`src/rtl/roi_occupancy_classifier.sv`:
```
// ROI occupancy classifier: sums each 3x3 ROI, thresholds it into a per-qubit
// occupied bit, and presents the per-frame bitmap and popcount via valid/ready.
module roi_occupancy_classifier #(
   parameter int unsigned NUM_QUBITS     = 100,
   parameter int unsigned SUM_W          = 12,
   parameter int unsigned ROI_BITS       = 72,
   parameter int unsigned QUBIT_ID_WIDTH = 7,
   parameter int unsigned CNT_W          = $clog2(NUM_QUBITS + 1)
) (
   input  logic                      i_clk,
   input  logic                      i_rst_n,
   input  logic [ROI_BITS-1:0]       i_roi_flat,
   input  logic [QUBIT_ID_WIDTH-1:0] i_qubit_index,
   input  logic                      i_write_enable,
   input  logic                      i_sync_fval,
   input  logic [SUM_W-1:0]          i_threshold,
   output logic [NUM_QUBITS-1:0]     o_occ_map,
   output logic [CNT_W-1:0]          o_occ_count,
   output logic                      o_map_valid,
   input  logic                      i_map_ready,
   output logic                      o_busy,
   output logic                      o_err_dup,
   output logic                      o_err_index,
   output logic                      o_err_overrun
);

   localparam logic [1:0] ST_IDLE    = 2'd0;
   localparam logic [1:0] ST_ACQUIRE = 2'd1;
   localparam logic [1:0] ST_DRAIN   = 2'd2;
   localparam logic [1:0] ST_PRESENT = 2'd3;

   localparam logic [QUBIT_ID_WIDTH-1:0] IDX_LIMIT = QUBIT_ID_WIDTH'(NUM_QUBITS);
   localparam logic [CNT_W-1:0]          CNT_MAX   = CNT_W'(NUM_QUBITS);
   localparam logic [NUM_QUBITS-1:0]     ONE_BIT   = NUM_QUBITS'(1);

   logic [1:0]                state_q, state_d;
   logic                      fval_q;
   logic                      drain_cnt_q;
   logic [SUM_W-1:0]          thr_q;
   logic                      fval_rise, fval_fall;
   logic                      frame_start;
   logic                      accept;

   // Stage 1 registers
   logic                      s1_valid_q;
   logic [QUBIT_ID_WIDTH-1:0] s1_idx_q;
   logic [2:0][9:0]           s1_row_q, s1_row_d;

   // Stage 2 / working state
   logic [NUM_QUBITS-1:0]     map_q;
   logic [NUM_QUBITS-1:0]     seen_q;
   logic [CNT_W-1:0]          count_q;
   logic                      err_dup_q, err_index_q, err_overrun_q;

   logic [SUM_W-1:0]          total;
   logic [NUM_QUBITS-1:0]     dec;
   logic                      idx_ok, is_dup, occ, s2_write;

   assign fval_rise   = i_sync_fval & ~fval_q;
   assign fval_fall   = ~i_sync_fval & fval_q;
   assign frame_start = (state_q == ST_IDLE) && fval_rise;
   // A strobe in the fall cycle is still accepted since state is ACQUIRE then.
   assign accept      = i_write_enable && (state_q == ST_ACQUIRE);

   // Next-state logic for the frame FSM
   always_comb begin
      state_d = state_q;
      case (state_q)
         ST_IDLE:    if (fval_rise) state_d = ST_ACQUIRE;
         ST_ACQUIRE: if (fval_fall) state_d = ST_DRAIN;
         ST_DRAIN:   if (drain_cnt_q) state_d = ST_PRESENT;
         ST_PRESENT: if (i_map_ready) state_d = ST_IDLE;
         default:    state_d = ST_IDLE;
      endcase
   end

   // FSM state, edge detector, drain timer, threshold latch and overrun flag
   always_ff @(posedge i_clk) begin
      if (!i_rst_n) begin
         state_q       <= ST_IDLE;
         fval_q        <= 1'b0;
         drain_cnt_q   <= 1'b0;
         thr_q         <= '0;
         err_overrun_q <= 1'b0;
      end else begin
         state_q     <= state_d;
         fval_q      <= i_sync_fval;
         drain_cnt_q <= (state_q == ST_DRAIN) ? ~drain_cnt_q : 1'b0;
         if (frame_start) thr_q <= i_threshold;
         // Frame rising during PRESENT is lost; edge detect prevents mid-frame entry later.
         if ((state_q == ST_PRESENT) && fval_rise) err_overrun_q <= 1'b1;
      end
   end

   // Stage 1 combinational row sums (three pixels per row)
   always_comb begin
      s1_row_d = '0;
      for (int r = 0; r < 3; r++) begin
         s1_row_d[r] = 10'(i_roi_flat[24*r +: 8]) + 10'(i_roi_flat[24*r+8 +: 8])
                     + 10'(i_roi_flat[24*r+16 +: 8]);
      end
   end

   // Stage 1 registers: row sums, index and valid
   always_ff @(posedge i_clk) begin
      if (!i_rst_n) begin
         s1_valid_q <= 1'b0;
         s1_idx_q   <= '0;
         s1_row_q   <= '0;
      end else begin
         s1_valid_q <= accept;
         s1_idx_q   <= i_qubit_index;
         s1_row_q   <= s1_row_d;
      end
   end

   // Stage 2 combinational total, threshold compare and drop checks
   always_comb begin
      total    = SUM_W'(s1_row_q[0]) + SUM_W'(s1_row_q[1]) + SUM_W'(s1_row_q[2]);
      dec      = ONE_BIT << s1_idx_q;
      idx_ok   = (s1_idx_q < IDX_LIMIT);
      is_dup   = |(seen_q & dec);
      occ      = (total >= thr_q);
      s2_write = s1_valid_q && idx_ok && !is_dup;
   end

   // Working bitmap, seen mask and popcount; cleared on frame entry
   always_ff @(posedge i_clk) begin
      if (!i_rst_n) begin
         map_q   <= '0;
         seen_q  <= '0;
         count_q <= '0;
      end else if (frame_start) begin
         map_q   <= '0;
         seen_q  <= '0;
         count_q <= '0;
      end else if (s2_write) begin
         seen_q <= seen_q | dec;
         if (occ) begin
            map_q <= map_q | dec;
            if (count_q < CNT_MAX) count_q <= count_q + CNT_W'(1);
         end
      end
   end

   // Sticky index and duplicate errors
   always_ff @(posedge i_clk) begin
      if (!i_rst_n) begin
         err_dup_q   <= 1'b0;
         err_index_q <= 1'b0;
      end else begin
         if (s1_valid_q && !idx_ok) err_index_q <= 1'b1;
         if (s1_valid_q && idx_ok && is_dup) err_dup_q <= 1'b1;
      end
   end

   assign o_occ_map     = map_q;
   assign o_occ_count   = count_q;
   assign o_map_valid   = (state_q == ST_PRESENT);
   assign o_busy        = (state_q == ST_ACQUIRE) || (state_q == ST_DRAIN);
   assign o_err_dup     = err_dup_q;
   assign o_err_index   = err_index_q;
   assign o_err_overrun = err_overrun_q;

endmodule

```
`config.mk`:
```
export PLATFORM = sky130hd
export DESIGN_NAME = roi_occupancy_classifier
export DESIGN_NICKNAME = d
export VERILOG_FILES = /design/src/rtl/roi_occupancy_classifier.sv
export SDC_FILE = /design/constraint.sdc
export NUM_CORES = 1
export LEC_CHECK = 0
export CAP_MARGIN = 20
export CORE_UTILIZATION = 30
export DETAILED_ROUTE_END_ITERATION = 16
export GPL_ROUTABILITY_DRIVEN = 0
export PLACE_DENSITY = 0.49
export SLEW_MARGIN = 0
export SYNTH_ARGS = -nofsm -noshare
export SYNTH_HDL_FRONTEND = slang
export SYNTH_SLANG_ARGS = --single-unit
```
`constraint.sdc`:
```
create_clock -name i_clk -period 8.15 [get_ports i_clk]
set_clock_uncertainty 0.05 [all_clocks]
set_input_delay 1.2225 -clock i_clk [delete_from_list [all_inputs] [get_ports i_clk]]
set_output_delay 1.2225 -clock i_clk [all_outputs]
set_load 0.02 [all_outputs]
```
==> flow_summary.toml <==
[run_status]
status = "completed"

[power]
peakVddDrop_uv = 156.9
power_density_mw_per_mm2 = 219.2
p_leak_nw = 6.306
finalPower_mw = 3.614

[synth]
ys_types = 66
yosysWarnings = 0
synth_xor_area_share_pct = 1.546
synth_cells = 1365
async_flop_share_pct = 0
synth-main-ff-cell = "dfxtp_1"
synth_top_family_by_area = "compound AO/OA/AOI/OAI gates"
synth_compound_area_share_pct = 22.89
synth-simple-area-share_pct = 16.61
synth-edff-count = 0
synthMostInstantiatedCell = "dfxtp_1"
synthAdderAreaFrac_pct = 10.45
ys_top_cells_by_count = "dfxtp_1, nand2_1, nor2_1, a31oi_1, o41ai_2"
synth.area.top_cells = "dfxtp_1, o41ai_2, fa_1, a31oi_1, ha_1"
synthMuxAreaShare_pct = 1.517
yosys.area.top_type = "dfxtp_1"
syn_area_mm2 = 0.01303
synth_fp_nets = 1547
ys_seq_area_share_pct = 40.56
synth.avg_cell_area_um2 = 9.546
ys_ff_latch = 264
yosys.area.top_type_share_pct = 40.56

[cts]
tritoncts = "built"
clk_pin_slew_worst_paths_ns = 0.06
clkSinkCount = 264
clk_latency_ns = 0.56
cts_buffers = 30
cts_resized = 0
postCtsHoldBufs = 0
clk_path_buf_depth = 3
cts_setup_buffers = 0
clock-root-buffer = "clkbuf_16"
h-tree-depth = 1

[cells_and_area]
syn_to_final_growth_pct = 26.51
fin_cells = 2105
stdcell_area_mm2 = 0.01648
num_antenna_cells = 0
nets = 1688
drive_above_1_share_pct = 11.91

[placement]
place_inst = 2050
hpwl_mm = 27.02
io_buffers = 207
placed_area_mm2 = 0.01549

[timing]
period_share_pct = 58.49
rsz0062_at_grt = "false"
setup_viol = 0
finalMaxSlewViolations = 0
relSlewSlack_pct = 28.47
hold_viol_final = 0
fmax_ghz = 0.2098
fin_setup_tns_ns = 0
worst_pin_slew_ns = 1.070
fin_crit_ns = 4.767

[detailed_routing]
routed_wirelength_mm = 40.01
via_per_inst = 5.096
wire_per_inst_um = 19.00
ant_nets = 0
detail_route.first_pass.iterations = 5
via_count = 10730
detail_route.iter0.violations = 689
drc_errors = 0

[worst_setup_path]
cp-end-kind = "register"
crit_slowest_cell = "fa_1"
worst-path-max-fanout = 79
worstPathRequired_ns = 8.58
crit_type = "reg2reg"
crit_arrival_ns = 5.20
critPathLaunchType = "register"
critPathMostFrequentCell = "a21oi_1"
max_stage_delay_ns = 0.52
cp_cell_sequence = "inv_1, fa_1, inv_1, ha_1, fa_1, a21o_1, a21oi_1, o21bai_1, a21oi_1, o21bai_1, a21o_1, a21oi_1, nor2_1, ha_1, o21ai_0, a21oi_1, o22ai_1, nor4_2, buf_4, buf_16, a31oi_1, nor2_1"

[floorplanning]
die-height_um = 210.4
coreArea_mm2 = 0.04242
initial_core_util_pct = 30.72
io-pin-count = 208
fp.dieArea_mm2 = 0.04427
die_w_um = 210.4
num_rows = 75

[global_routing]
track_usage_pct = 17.86
grt_pass1_vias = 10560
antenna_found_initial = 0
grt_start_max_net_pins = 137
grt_overflow_total = 0
grt_pass1_wl_mm = 62.78

[job]
max_cap_viol_count = 0

[min_path]
min_path_type = "reg2reg"
-- cell type report --
cell class                      instances  area, um2
Clock buffer                           45      868.3
Clock inverter                          9      95.09
Sequential cell                       264       5285
Fill cell                            4228      25930
Multi-Input combinational cell        919       6999
Inverter                               58      217.7
Timing Repair Buffer                  233       2297
Tap cell                              577      721.9
-- logic make-up (layout without fill, tap and decap cells) --
family | count (synthesis) | in the layout
and+or+nand+nor | 456 | 456
AOI/OAI and AO/OA | 336 | 336
DFF | 264 | 264
buffers and inverters | 182 | 345
adders and majority gates | 86 | 86
xor gates and xnor gates | 23 | 23
muxes | 18 | 18
-- layer usage --
metal / part of all wire (%) / vias up / track usage [%]
met5: 0 / - / 0
met4: 1.9 / 0 / 4.323
met3: 5.3 / 46 / 2.503
met2: 46 / 303 / 29.39
met1: 47 / 5228 / 24.59
li1: - / 5151 / -
-- placed cells by master (no fill, tap or decap), types with 12 or more instances in the layout --
| master | Yosys | final |
|---|---|---|
| dfxtp_1 | 264 | 264 |
| clkdlybuf4s50_1 | 0 | 207 |
| nand2_1 | 154 | 153 |
| nor2_1 | 147 | 146 |
| a31oi_1 | 105 | 105 |
| o41ai_2 | 83 | 83 |
| inv_1 | 57 | 57 |
| ha_1 | 48 | 48 |
| a21oi_1 | 47 | 47 |
| fa_1 | 38 | 38 |
| clkbuf_16 | 0 | 31 |
| buf_4 | 14 | 23 |
| nor2b_1 | 22 | 22 |
| nand3_1 | 20 | 20 |
| o21ai_0 | 19 | 19 |
| xnor2_1 | 16 | 16 |
| and2_1 | 15 | 15 |
| and3_1 | 13 | 13 |
| a22oi_1 | 13 | 13 |
| o31ai_1 | 13 | 13 |
| o21bai_1 | 12 | 12 |
-- state kept, by name, indices dropped and copies added, names as in the netlist --
signal / cells
o_occ_map: 100
seen_q: 100
s1_row_q: 30
thr_q: 12
o_occ_count: 7
s1_idx_q: 7
state_q: 2
drain_cnt_q: 1
fval_q: 1
o_err_dup: 1
o_err_index: 1
o_err_overrun: 1
s1_valid_q: 1
-- final timing paths --
path,cells after the start,start,to,slack (ns)
max,22,s1_row_q[1]$_SDFF_PN0_,o_occ_map[39]$_SDFFE_PP0P_,3.38
max reg2reg,22,s1_row_q[1]$_SDFF_PN0_,o_occ_map[39]$_SDFFE_PP0P_,3.38
min,2,seen_q[99]$_SDFFE_PP0P_,seen_q[99]$_SDFFE_PP0P_,0.40
min reg2reg,2,seen_q[99]$_SDFFE_PP0P_,seen_q[99]$_SDFFE_PP0P_,0.40
-- where the power goes --
group	switching [mW]	internal, mW	leakage (nW)
logic	0.572	0.344	3.69
registers	0.0318	1.34	2.14
clock network	0.533	0.792	0.478
total	1.14	2.48	6.31
-- stage by stage --
step	util, %	hold WS, ns	setup slack [ns]
after detailed placement	36.53	0.3789	3.016
final	38.86	0.3961	3.383
after CTS	38.80	0.3963	3.007
after global placement	36.52	0.3791	3.042
after floorplan	-	0.3667	4.034
after global routing	38.86	0.4228	2.967
-- critical path: cells and delay by family, from the launching register on --
kind                     cells  cell delay (ns)
buffers and inverters        4             0.80
adder cells (fa/ha/maj)      4             1.39
AND/OR/NAND/NOR              3             0.48
flip-flops                   1             0.30
AO/OA/AOI/OAI               11             1.60
Power figures use the tool's default switching activity.
==> RTL edit (same flow settings) <==
Make the reset (`i_rst_n`) asynchronous in 4 clocked blocks.
--- a/src/rtl/roi_occupancy_classifier.sv
+++ b/src/rtl/roi_occupancy_classifier.sv
@@ -76,5 +76,5 @@
 
    // FSM state, edge detector, drain timer, threshold latch and overrun flag
-   always_ff @(posedge i_clk) begin
+   always_ff @(posedge i_clk or negedge i_rst_n) begin
       if (!i_rst_n) begin
          state_q       <= ST_IDLE;
@@ -103,5 +103,5 @@
 
    // Stage 1 registers: row sums, index and valid
-   always_ff @(posedge i_clk) begin
+   always_ff @(posedge i_clk or negedge i_rst_n) begin
       if (!i_rst_n) begin
          s1_valid_q <= 1'b0;
@@ -126,5 +126,5 @@
 
    // Working bitmap, seen mask and popcount; cleared on frame entry
-   always_ff @(posedge i_clk) begin
+   always_ff @(posedge i_clk or negedge i_rst_n) begin
       if (!i_rst_n) begin
          map_q   <= '0;
@@ -145,5 +145,5 @@
 
    // Sticky index and duplicate errors
-   always_ff @(posedge i_clk) begin
+   always_ff @(posedge i_clk or negedge i_rst_n) begin
       if (!i_rst_n) begin
          err_dup_q   <= 1'b0;
Check against the original RTL: differs if i_rst_n is asserted again (counterexample within 4 cycles, from zero or initial values and one cycle with i_rst_n low); with i_rst_n held inactive, the same outputs for 4 cycles.
==> RTL edit against the original RTL <==
  * Setup slack worse by 0.48 ns
  * Routed wire length increased by 11%
  * Cell count decreased by 2.7%
  * Area after synthesis rose by 3.1%
  * Cell area grew 3.5%
  * Die area increased by 3.1%
  * Via count down 0.62%
  * Sequential cell count unchanged
  * Core utilization shrank 0.27 points
  * Count of clock-buffer cells in the layout rose by 1
  * Synthesized cell count shrank 7.7%
  * Critical path type unchanged
  * Critical endpoint is now o_occ_map[77]
Power is not compared: it rests on default switching activity, and its combinational part moved more than twofold at a synthesized area within 25%.
==> RTL edit: results (changes against the original RTL) <==
| Metric | Value |
|---|---|
| Share of cells above drive strength 1 | 7.76% (-4.2 points) |
| Rel. slew slack | 25.2% (-3.3 points) |
| Seq/Total Area, Yosys | 49.2% (+8.6 points) |
| WL final | 44600 µm (+11%) |
| Critical path startpoint | s1_row_q[1] |
| Worst hold path depth | 1 (-1) |
| Vias in the first global route | 11200 (+5.9%) |
| Area taken by flip-flops and latches | 0.00661 mm² (+25%) |
| Nets | 1614 (-4.4%) |
| Crit-path slowest cell | buf_4 |
| Largest net degree at the start of global routing | 144 (+5.1%) |
| HP Start | drain_cnt_q |
| Post-synth top cells | dfrtp_1 (264), nor2_1 (176), a41oi_1 (70), inv_1 (69), nand2_1 (63) |
| WL/cell | 21.8 µm (+15%) |
| First DRT Iteration DRCs | 877 (+27%) |
| Post-synth cell types | 71 (+7.6%) |
| Syn Nets | 1441 (-6.9%) |
| Syn Inst Count | 1260 (-7.7%) |
| FFs w/ async S/R, synth | 100% (+100 points) |
| Status | finished, final reports clean |
| Synth area leaders | dfrtp_1 (49%), fa_1 (5.7%), nor2_1 (4.9%) |
| Detailed Routing Iterations Pass 1 | 6 (+1) |
| Arrival @ worst endpoint | 5.69 ns (+0.49 ns) |
| Tot GR Track Use | 19.9% (+2.0 points) |
| Hold Path Sink | drain_cnt_q |
| Detailed placement HPWL | 30200 µm (+12%) |
| Area post-placement | 0.0160 mm² (+3.2%) |
RTL edit: cell types whose count changed after synthesis, moves of 10 or more:
cell / delta
dfrtp_1: +264
dfxtp_1: -264
nand2_1: -91
o41ai_2: -83
a41oi_1: +70
a31oi_1: -51
a22o_1: +49
nor2_1: +29
clkbuf_1: -21
o21ai_1: +14
o31ai_1: -13
inv_1: +12
a32o_1: +10
RTL edit: routing by layer:
metal  track usage [%]  part of all wire, %  vias up
met1              25.8                   42     5375
li1                  -                    -     4866
met5                 0                    0        -
met3              5.29                  7.7       75
met2              32.4                   48      346
met4              5.79                  2.5        0
RTL edit: cell families (layout without fill, tap and decap cells):
| family | after synthesis | in the layout | synth area share, % |
|---|---|---|---|
| compound gates | 346 | 346 | 19.1 |
| xor+xnor | 27 | 27 | 1.76 |
| fa+ha+maj | 85 | 85 | 10.0 |
| buf+inv | 163 | 359 | 5.64 |
| flops | 264 | 264 | 49.2 |
| mux | 16 | 16 | 1.24 |
| simple gates | 359 | 359 | 13.1 |
RTL edit: area by class of cell:
type	count	area share, %
Inverter	70	1.54
Timing Repair Buffer	234	13.4
Multi-Input combinational cell	833	35.7
Tap cell	592	4.34
Sequential cell	264	38.7
Clock inverter	9	0.726
Clock buffer	46	5.58
RTL edit: worst max path at each step:
stage / end / slack (ns) / cells after the start
after floorplan: o_occ_map[22] / 3.94 / 21
after global placement: o_occ_map[0] / 2.96 / 22
after detailed placement: o_occ_map[64] / 2.87 / 22
after CTS: o_occ_map[64] / 2.87 / 22
after global routing: o_occ_map[25] / 2.47 / 22
final: o_occ_map[77] / 2.90 / 22
RTL edit: critical path, delay by kind of cell, from the launching register on:
family	cells	cell delay [ns]
flip-flops	1	0.32
AO/OA/AOI/OAI	9	1.85
buffers and inverters	3	0.85
adder cells (fa/ha/maj)	4	1.45
AND/OR/NAND/NOR	6	0.58
RTL edit: power breakdown:
group | total (mW) | internal [mW] | switching (mW)
Sequential | 1.76 | 1.58 | 0.182
Combinational | 2.67 | 1.01 | 1.67
Clock | 1.46 | 0.892 | 0.570
Total | 5.90 | 3.48 | 2.42
RTL edit: metrics by stage:
step | hold slack [ns] | total power [mW] | setup WS (ns)
final | 0.369 | 5.90 | 2.90
after floorplan | 0.338 | 3.54 | 3.94
after CTS | 0.376 | 5.99 | 2.87
after global placement | 0.366 | 4.47 | 2.96
after detailed placement | 0.361 | 4.50 | 2.87
after global routing | 0.387 | 6.33 | 2.47
